<file path="src/rtl/lcd_arbiter_pkg.sv">
// Shared definitions for the LCD command arbiter: FSM states, HD44780-style
// command constants and the round-robin pick used when both ports request.
package lcd_arbiter_pkg;

   localparam int CMD_W = 9;

   typedef enum logic [1:0] {
      ST_IDLE = 2'd0,
      ST_XFER = 2'd1,
      ST_RTZ  = 2'd2
   } state_t;

   localparam logic [CMD_W-1:0] FUNC_SET = 9'h028;
   localparam logic [CMD_W-1:0] ENTRY    = 9'h006;
   localparam logic [CMD_W-1:0] DISP_ON  = 9'h00C;
   localparam logic [CMD_W-1:0] CLEAR    = 9'h001;
   localparam logic [CMD_W-1:0] HOME     = 9'h080;
   localparam logic [CMD_W-1:0] LINE_2   = 9'h0C0;
   localparam logic [CMD_W-1:0] DATA_RS  = 9'h100;

   // A lone requester wins outright; a tie goes to the port not served last.
   function automatic logic rr_pick(input logic [1:0] req, input logic last);
      return (req == 2'b11) ? ~last : req[1];
   endfunction

endpackage

</file>
<file path="src/rtl/lcd_arbiter.sv">
// Shares one lcd_ctrl driver between the refresh sequencer (port 0) and the
// bus command path (port 1) using four-phase write/ack on every side.
module lcd_arbiter
   import lcd_arbiter_pkg::*;
(
   input  logic             clock,
   input  logic             reset,
   input  logic [CMD_W-1:0] r0_command,
   input  logic             r0_write,
   input  logic             r0_lock,
   output logic             r0_ack,
   input  logic [CMD_W-1:0] r1_command,
   input  logic             r1_write,
   input  logic             r1_lock,
   output logic             r1_ack,
   output logic [CMD_W-1:0] lcd_command,
   output logic             lcd_write,
   input  logic             lcd_ack,
   output logic             busy,
   output logic             owner
);

   state_t           state_q, state_d;
   logic             owner_q, owner_d;
   logic             last_q, last_d;
   logic             locked_q, locked_d;
   logic             lcd_write_q, lcd_write_d;
   logic [CMD_W-1:0] lcd_command_q, lcd_command_d;
   logic [1:0]       ack_q, ack_d;

   logic [1:0]       req;
   logic [1:0]       lock;
   logic             grant_port;
   logic [CMD_W-1:0] grant_cmd;

   assign req  = {r1_write, r0_write};
   assign lock = {r1_lock, r0_lock};

   // While locked only the current owner is eligible.
   assign grant_port = locked_q ? owner_q : rr_pick(req, last_q);
   assign grant_cmd  = grant_port ? r1_command : r0_command;

   always_comb begin
      state_d       = state_q;
      owner_d       = owner_q;
      last_d        = last_q;
      locked_d      = locked_q;
      lcd_write_d   = lcd_write_q;
      lcd_command_d = lcd_command_q;
      ack_d         = ack_q;
      case (state_q)
         ST_IDLE: begin
            if (!lcd_ack) begin
               if (req[grant_port]) begin
                  lcd_command_d = grant_cmd;
                  lcd_write_d   = 1'b1;
                  owner_d       = grant_port;
                  last_d        = grant_port;
                  locked_d      = lock[grant_port];
                  state_d       = ST_XFER;
               end else if (locked_q && !lock[owner_q]) begin
                  locked_d = 1'b0;
               end
            end
         end
         ST_XFER: begin
            if (lcd_ack) begin
               lcd_write_d = 1'b0;
               ack_d       = owner_q ? 2'b10 : 2'b01;
               state_d     = ST_RTZ;
            end
         end
         ST_RTZ: begin
            // Release only once both the owner and the driver have returned to zero.
            if (!req[owner_q] && !lcd_ack) begin
               ack_d    = 2'b00;
               locked_d = lock[owner_q];
               state_d  = ST_IDLE;
            end
         end
         default: begin
            state_d = ST_IDLE;
         end
      endcase
   end

   always_ff @(posedge clock) begin
      if (reset) begin
         state_q       <= ST_IDLE;
         owner_q       <= 1'b0;
         last_q        <= 1'b1;
         locked_q      <= 1'b0;
         lcd_write_q   <= 1'b0;
         lcd_command_q <= '0;
         ack_q         <= 2'b00;
      end else begin
         state_q       <= state_d;
         owner_q       <= owner_d;
         last_q        <= last_d;
         locked_q      <= locked_d;
         lcd_write_q   <= lcd_write_d;
         lcd_command_q <= lcd_command_d;
         ack_q         <= ack_d;
      end
   end

   assign lcd_command = lcd_command_q;
   assign lcd_write   = lcd_write_q;
   assign r0_ack      = ack_q[0];
   assign r1_ack      = ack_q[1];
   assign busy        = (state_q != ST_IDLE);
   assign owner       = owner_q;

endmodule
</file>
<file path="config.mk">
export PLATFORM = sky130hd
export DESIGN_NAME = lcd_arbiter
export DESIGN_NICKNAME = d
export VERILOG_FILES = /design/src/rtl/lcd_arbiter_pkg.sv /design/src/rtl/lcd_arbiter.sv
export SDC_FILE = /design/constraint.sdc
export NUM_CORES = 1
export LEC_CHECK = 0
export BUFFER_PORTS_ARGS = -buffer_cell sky130_fd_sc_hd__buf_4
export CAP_MARGIN = 40
export CORE_AREA = 2 2 54 56
export DETAILED_ROUTE_END_ITERATION = 10
export DIE_AREA = 0 0 56 58
export GPL_ROUTABILITY_DRIVEN = 0
export PLACE_DENSITY_LB_ADDON = 0.25
export SYNTH_ARGS = -nofsm -noshare
export SYNTH_HDL_FRONTEND = slang
export SYNTH_SLANG_ARGS = --single-unit
</file>
<file path="constraint.sdc">
create_clock -name clock -period 1.4 [get_ports clock]
set_input_delay 0.28 -clock clock [delete_from_list [all_inputs] [get_ports clock]]
set_output_delay 0.28 -clock clock [all_outputs]
set_load 0.005 [all_outputs]
</file>
# Word-level counts from Yosys, hierarchy flattened
# Index checks and enable logic that the tools add are counted.
# classes
magnitude_cmp	2
n_eq_ne	8
muxes	28
n_bitwise	2
n_reduce_logical	15
# ops
cell	n
$mux W1	17
$mux W2	6
$reduce_and A4 Y1	3
$mux W9	1
$ne A2 B2 Y1 const B	4
$reduce_bool A2 Y1	4
$pmux W2 S3	1
$reduce_and A3 Y1	2
$eq A2 B2 Y1 const B	2
$lt A1 B2 Y1 const B	2
$pmux W1 S2	2
$pmux W2 S2	1
$logic_not A1 Y1	3
$ne A3 B3 Y1 const B	1
$eq A2 B1 Y1 const B	1
$logic_and A1 B1 Y1	2
$logic_not A2 Y1	1
$not A1 Y1	2
# word_totals
regBits	17
in_bits	25
output_inout_bits	14
word_cells	62

# Longest topological paths before layout
# Gate-level depths: netlist of run 1.
# depth
word_depth	8
depth_mapped	6
mapped_depth_nobuf	4

# Worst setup path before layout of run 1
# OpenSTA, ideal clock, no wires.
# synth_timing
path_type	flip-flop to flip-flop
start	register owner_q, in the netlist owner
end	register lcd_command_q[0], in the netlist lcd_command[0]
setup_ns	0.080
arrival_time_ns	1.438
required_time_ns	1.320
path_slack_ns	-0.118
stages_incl_launch_ff	7
path_buffers	2
synth_period_minus_slack_ns	1.518
path_cell_list	dfxtp_1 buf_6 mux2i_4 a2111oi_4 buf_6 nor2_1 a211oi_2
# synth_between
elab_chain_cells	4
word_cells_on_any_way	5
classes_between	mux: 4; reduce/logical: 1
# synth_lines
item	line_no	text
start, declared	lcd_arbiter.sv:24	logic owner_q, owner_d;
start signal, assigned	lcd_arbiter.sv:98	owner_q <= owner_d;
$mux W1 (*)	lcd_arbiter.sv:40	assign grant_port = locked_q ? owner_q : rr_pick(req, last_q);
$mux W1 (not written as such) (2 in series)	lcd_arbiter.sv:54	if (req[grant_port]) begin
$reduce_and A3 Y1 (no source line)	-	
end signal, assigned	lcd_arbiter.sv:102	lcd_command_q <= lcd_command_d;
end, declared	lcd_arbiter.sv:28	logic [CMD_W-1:0] lcd_command_q, lcd_command_d;
# Every way passes the cells marked *; elsewhere a longest branch is shown, timed or not. The select of a mux whose other input is x is not followed.
# A chain may end at the register's enable or synchronous reset.

# Worst setup path after layout of run 1
# layout_timing
start	register owner_q, in the netlist owner
end	register last_q
# layout_between
elab_chain_cells	4
# layout_lines
item	line_no	text
$mux W1 (*)	lcd_arbiter.sv:40	
$mux W1 (not written as such) (2 in series)	lcd_arbiter.sv:54	
$reduce_and A3 Y1 (no source line)	-	
end signal, assigned	lcd_arbiter.sv:99	last_q <= last_d;
end, declared	lcd_arbiter.sv:25	logic last_q, last_d;
# Marked as above.

==> results of run 1 <==
-- worst max-delay path by stage --
stage / start / endpoint / slack (ns) / depth (start not counted)
6_report: owner / last_q / -0.05 / 5
5_1_grt: owner / lcd_command[8] / -0.12 / 5
4_1_cts: owner / lcd_command[1] / -0.04 / 5
3_5_place_dp: owner / last_q / -0.05 / 5
3_3_place_gp: owner / last_q / -0.03 / 5
2_1_floorplan: owner / lcd_command[0] / -0.06 / 6
-- area by class of cell --
class | count | share of cell area
Tap cell | 31 | 0.0282
Timing Repair Buffer | 55 | 0.311
Clock buffer | 4 | 0.0191
Sequential cell | 17 | 0.253
Inverter | 2 | 0.00546
Multi-Input combinational cell | 67 | 0.383
-- synth_stat cells (2+ instances only) --
library cell,number
mux2i_1,10
inv_1,2
a22oi_1,2
clkbuf_1,2
dfxtp_1,17
a31oi_1,2
buf_6,2
a21oi_1,3
a211oi_2,8
nand2_1,3
nor2_1,19
-- metrics by stage --
step	worst slack (ns)	hold slack, ns	area (µm²)	utilization
final	-0.0463	0.211	1380	0.516
after detailed placement	-0.0496	0.491	1280	0.482
after CTS	-0.0390	0.206	1350	0.508
after global placement	-0.0326	0.480	1280	0.482
after global routing	-0.123	0.204	1380	0.516
after floorplan	-0.0649	0.359	911	-
-- power groups by stage --
| stage | registers (W) | clock network [W] | logic [W] |
|---|---|---|---|
| floorplan | 0.000568 | 0 | 0.000219 |
| global placement | 0.000567 | 0 | 0.000388 |
| detailed placement | 0.000568 | 0 | 0.000399 |
| CTS | 0.000558 | 0.000269 | 0.000423 |
| global route | 0.000565 | 0.000297 | 0.000468 |
| finish | 0.000558 | 0.000257 | 0.000429 |
-- cell families after synthesis --
logic type | after synthesis | synth area share
buffers and inverters | 9 | 0.0596
AND/OR/NAND/NOR | 31 | 0.157
AO/OA/AOI/OAI | 25 | 0.271
multiplexers | 11 | 0.136
flip-flops | 17 | 0.377
-- registers in the layout, summed over array words and instances, names as in the netlist --
name,count
ack_q,2
last_q,1
lcd_write,1
state_q,2
locked_q,1
lcd_command,9
owner,1
-- routing by layer --
metal  GRT usage  share of wire
met1       0.175           0.44
met2       0.239           0.50
met3      0.0313          0.046
met4      0.0714          0.013
met5           0              0
-- what timing repair did --
action                     in CTS  in global routing
hold buffers                    0                  0
buffers inserted                4                  0
setup endpoints to repair      13                 13
pin swaps                       0                  1
resized for setup               4                  8
==> reports/qor.yml, run 1 <==
r2r-start: "owner"
yosysWarnings: 0
regArea_um2: 348
rows: 19
p_per_area_nw_per_um2: 905
die_w_um: 56
insertion_delay_ns: 0.28
routed_wl_um: 2200
cts_tree: "done"
critPathKind: "flop to flop"
crit_path_top_delay_cell: "dfxtp_4"
layout_common_cells: "buf_4 (51), nor2_1 (17), dfxtp_1 (13)"
drt_iter0_markers: 12
timing.fmax_ghz: 0.691
ir_worst_vdd_uv: 658
fillers: 254
synth_ff_type: "dfxtp_1"
die_area_um2: 3250
crit_buf_inv: 1
syn_area_um2: 903
p_sw_w: 0.000360
io_pins: 39
wire_per_inst_um: 12.5
drc: 0
crit_path_max_fanout: 12
num_vias: 857
antennaDiodeCount: 0
multi_input_area_um2: 527
ys_seq_area_frac: 0.377
yosysTopAreaCell: "dfxtp_1"
grt_max_degree: 18
first_global_vias: 814
io_buffers: 38
endpoint_kind: "flop"
clock-sinks: 17
areaGrowthSynthToFinish_pct: 52.2
dr.pass1.iters: 5
cp-start-kind: "flop"
clock_skew_ns: 0.00192
antenna_found_initial: 0
die_height_um: 58
routed_via_density: 4.87
violations: "negative setup slack"
finalMaxSlewViolations: 0
dp_hpwl_um: 1680
p_total_w: 0.00124
synthCells: 93
finalCriticalPeriod_ns: 1.45
rsz0062_at_grt: "yes"
h-tree-depth: 1
whs_path_depth: 2
synth_edf_count: 0
yosys.area.top_type_share: 0.377
finalHoldViolCount: 0
p_leak_nw: 0.638
final_common_cell: "buf_4"
synth_nets: 118
cts_buffers: 3
instances_no_fill: 176
yosys-top-cells-area: "dfxtp_1 (38%), a211oi_2 (11%), mux2i_1 (11%), nor2_1 (7.9%), a2111oi_4 (3.0%)"
rrSetupSlack_ns: -0.05
path_cells: "mux2i_4, a2111oi_4, buf_6, and2_1, o21bai_1"
core-area_um2: 2660
path_clk_slew_ns: 0.10
critPathMaxStageDelay_ns: 0.37
setup_viol: 12
finalCritPeriodShare: 1.03
synth_seq_cells: 17
ant_nets: 0
setup_slack_ns: -0.0463
cp_top_family: "compound AO/OA/AOI/OAI gates"
swShare: 0.289
seqPwrFrac: 0.449
initial_core_util: 0.339
hold_path_class: "primary input to flop"
root_buffer: "clkbuf_4"
power.internal_w: 0.000885
p_comb_frac: 0.345
relSlewSlack: 0.780
syn_avg_cell_area_um2: 9.71
max_cap_viol_count: 0
post-place-cells: 168
synth.distinct_cells: 34
gr-usage-all-layers: 0.143
rr_endpoint: "last_q"
rr_worst_depth: 5
hp-start: "lcd_ack"
hold_end: "state_q[0]"
cp.arrival_ns: 1.63
drive_above_1_share: 0.531
clk_path_buf_depth: 2
final_nets: 171
status: "complete, but fails checks"
synthArstFlopShare: 0
gr-total-overflow: 0
worst_slew_pin_slew_ns: 0.330
pwr-share-clk: 0.207
grt_pass1_wl_um: 3610
tns_ns: -0.356
critical_path_required_ns: 1.58
(Power assumes the default switching activity.)
==> inputs of run 2 (changes only) <==
CAP_MARGIN = unset   (was 40)
CTS_BUF_LIST = sky130_fd_sc_hd__clkbuf_8   (was unset)
==> run 2 against run 1 <==
The run still ends with negative setup slack left. Hold slack improved by 0.051 ns. Global-route usage decreased by 0.24 points. First-iteration DRC count unchanged. Routed wire length increased by 0.18%. Clock power increased by 37%. Setup slack improved by 0.0081 ns. Largest power group unchanged. Critical endpoint is now locked_q. Highest routed layer unchanged.
==> reports/qor.yml, run 2 (synthesized netlist as in run 1, its figures left out) <==
grt_max_degree: 18  # unchanged
setup_slack_ns: -0.0382  # was -0.0463 ns
crit_path_top_delay_cell: "dfxtp_2"  # was dfxtp_4
antenna_found_initial: 0  # unchanged
tns_ns: -0.194  # was -0.356 ns
layout_common_cells: "buf_4 (52), nor2_1 (19), dfxtp_1 (15)"  # was buf_4 (51), nor2_1 (17), dfxtp_1 (13)
initial_core_util: 0.339  # unchanged
critical_path_required_ns: 1.56  # was 1.58 ns
critPathMaxStageDelay_ns: 0.37  # about the same
cp.arrival_ns: 1.60  # was 1.63 ns
rrSetupSlack_ns: -0.04  # was -0.05 ns
routed_wl_um: 2200  # about the same
hp-start: "lcd_ack"  # unchanged
clock_skew_ns: 0.000657  # was 0.00192 ns
grt_pass1_wl_um: 3620  # was 3610 µm
cp-start-kind: "flop"  # unchanged
max_cap_viol_count: 0  # unchanged
dr.pass1.iters: 4  # was 5
io_pins: 39  # unchanged
status: "complete, but fails checks"  # unchanged
r2r-start: "owner"  # unchanged
gr-total-overflow: 0  # unchanged
io_buffers: 38  # unchanged
first_global_vias: 809  # was 814
violations: "negative setup slack"  # unchanged
cts_buffers: 3  # unchanged
rows: 19  # unchanged
relSlewSlack: 0.780  # about the same
finalHoldViolCount: 0  # unchanged
fillers: 253  # was 254
p_per_area_nw_per_um2: 967  # was 905 nW/µm²
final_nets: 171  # unchanged
core-area_um2: 2660  # unchanged
clock-sinks: 17  # unchanged
h-tree-depth: 1  # unchanged
cp_top_family: "compound AO/OA/AOI/OAI gates"  # unchanged
drc: 0  # unchanged
die_w_um: 56  # unchanged
drt_iter0_markers: 12  # unchanged
critPathKind: "flop to flop"  # unchanged
regArea_um2: 343  # was 348 µm²
wire_per_inst_um: 12.5  # about the same
routed_via_density: 4.82  # was 4.87
final_common_cell: "buf_4"  # unchanged
hold_buffers: 0  # unchanged
hold_end: "state_q[0]"  # unchanged
endpoint_kind: "flop"  # unchanged
dp_hpwl_um: 1680  # unchanged
timing.fmax_ghz: 0.695  # was 0.691 GHz
cts_tree: "done"  # unchanged
insertion_delay_ns: 0.25  # was 0.28 ns
whs_path_depth: 2  # unchanged
rsz0062_at_grt: "yes"  # unchanged
finalMaxSlewViolations: 0  # unchanged
rr_endpoint: "locked_q"  # was last_q
setup_viol: 11  # was 12
gr-usage-all-layers: 0.140  # was 0.143
path_clk_slew_ns: 0.06  # was 0.10 ns
worst_slew_pin_slew_ns: 0.330  # about the same
drive_above_1_share: 0.503  # was 0.531
crit_path_max_fanout: 5  # was 12
ir_worst_vdd_uv: 638  # was 658 µV
num_vias: 848  # was 857
finalCriticalPeriod_ns: 1.44  # was 1.45 ns
antennaDiodeCount: 0  # unchanged
path_cells: "mux2i_4, buf_4, a21oi_2, a211o_1, a311oi_2"  # was mux2i_4, a2111oi_4, buf_6, and2_1, o21bai_1
multi_input_area_um2: 522  # was 527 µm²
hold_slack_ns: 0.262  # was 0.211 ns
die_area_um2: 3250  # unchanged
largest_reg_flops: 9  # unchanged
die_height_um: 58  # unchanged
rr_worst_depth: 5  # unchanged
ant_nets: 0  # unchanged
areaGrowthSynthToFinish_pct: 52.8  # was 52.2%
root_buffer: "clkbuf_8"  # was clkbuf_4
crit_buf_inv: 1  # unchanged
clk_path_buf_depth: 2  # unchanged
p_leak_nw: 0.648  # was 0.638 nW
finalCritPeriodShare: 1.03  # about the same
hold_path_class: "primary input to flop"  # unchanged
==> run 2: worst max path at each step <==
stage / depth (start not counted) / endpoint / slack [ns] / from
finish: 5 / locked_q / -0.04 / owner
global route: 5 / lcd_command[8] / -0.11 / owner
CTS: 5 / lcd_command[1] / -0.03 / owner
detailed placement: 5 / last_q / -0.05 / owner
global placement: 5 / last_q / -0.03 / owner
floorplan: 6 / lcd_command[0] / -0.06 / owner
==> run 2: stage by stage <==
stage | cells | area (µm²) | power, W | utilization | setup WS (ns)
after detailed placement | 168 | 1280 | 0.000966 | 0.482 | -0.0496
after global placement | 168 | 1280 | 0.000956 | 0.482 | -0.0326
after CTS | 176 | 1370 | 0.00135 | 0.516 | -0.0318
after global routing | 176 | 1380 | 0.00142 | 0.518 | -0.105
after floorplan | 93 | 911 | 0.000788 | - | -0.0649
final | 176 | 1380 | 0.00133 | 0.518 | -0.0382
==> run 2: power by group <==
group	total, W	switching [W]	internal, W
Combinational	0.000424	0.000182	0.000242
Clock	0.000352	0.000158	0.000194
Sequential	0.000558	0.0000288	0.000529
Total	0.00133	0.000369	0.000966
==> run 2: area by class of cell <==
class	instances	area share
clock buffers	3	0.0299
clock inverters	1	0.00272
inverters	2	0.00544
multi-input cells	67	0.378
flip-flops and latches	17	0.248
well taps	31	0.0281
repair buffers	55	0.307
==> run 2: worst register-to-register path, stage by stage, from the launching register on <==
cell      delay, ns
dfxtp_2        0.37
mux2i_4        0.28
buf_4          0.17
a21oi_2        0.06
a211o_1        0.23
a311oi_2       0.24
==> run 2: timing repair <==
item                                    in CTS  in global routing
gates resized for setup                      4                  2
endpoints found under the setup margin      13                 12
cloned                                       0                  0
buffers inserted                             4                  0
==> run 2: routing by layer <==
layer	GRT usage	vias to the layer above	routed length, µm
met2	0.239	18	1090
met5	0	-	0
met3	0.0313	4	88
met1	0.176	384	993
met4	0.0510	0	25
li1	-	442	-
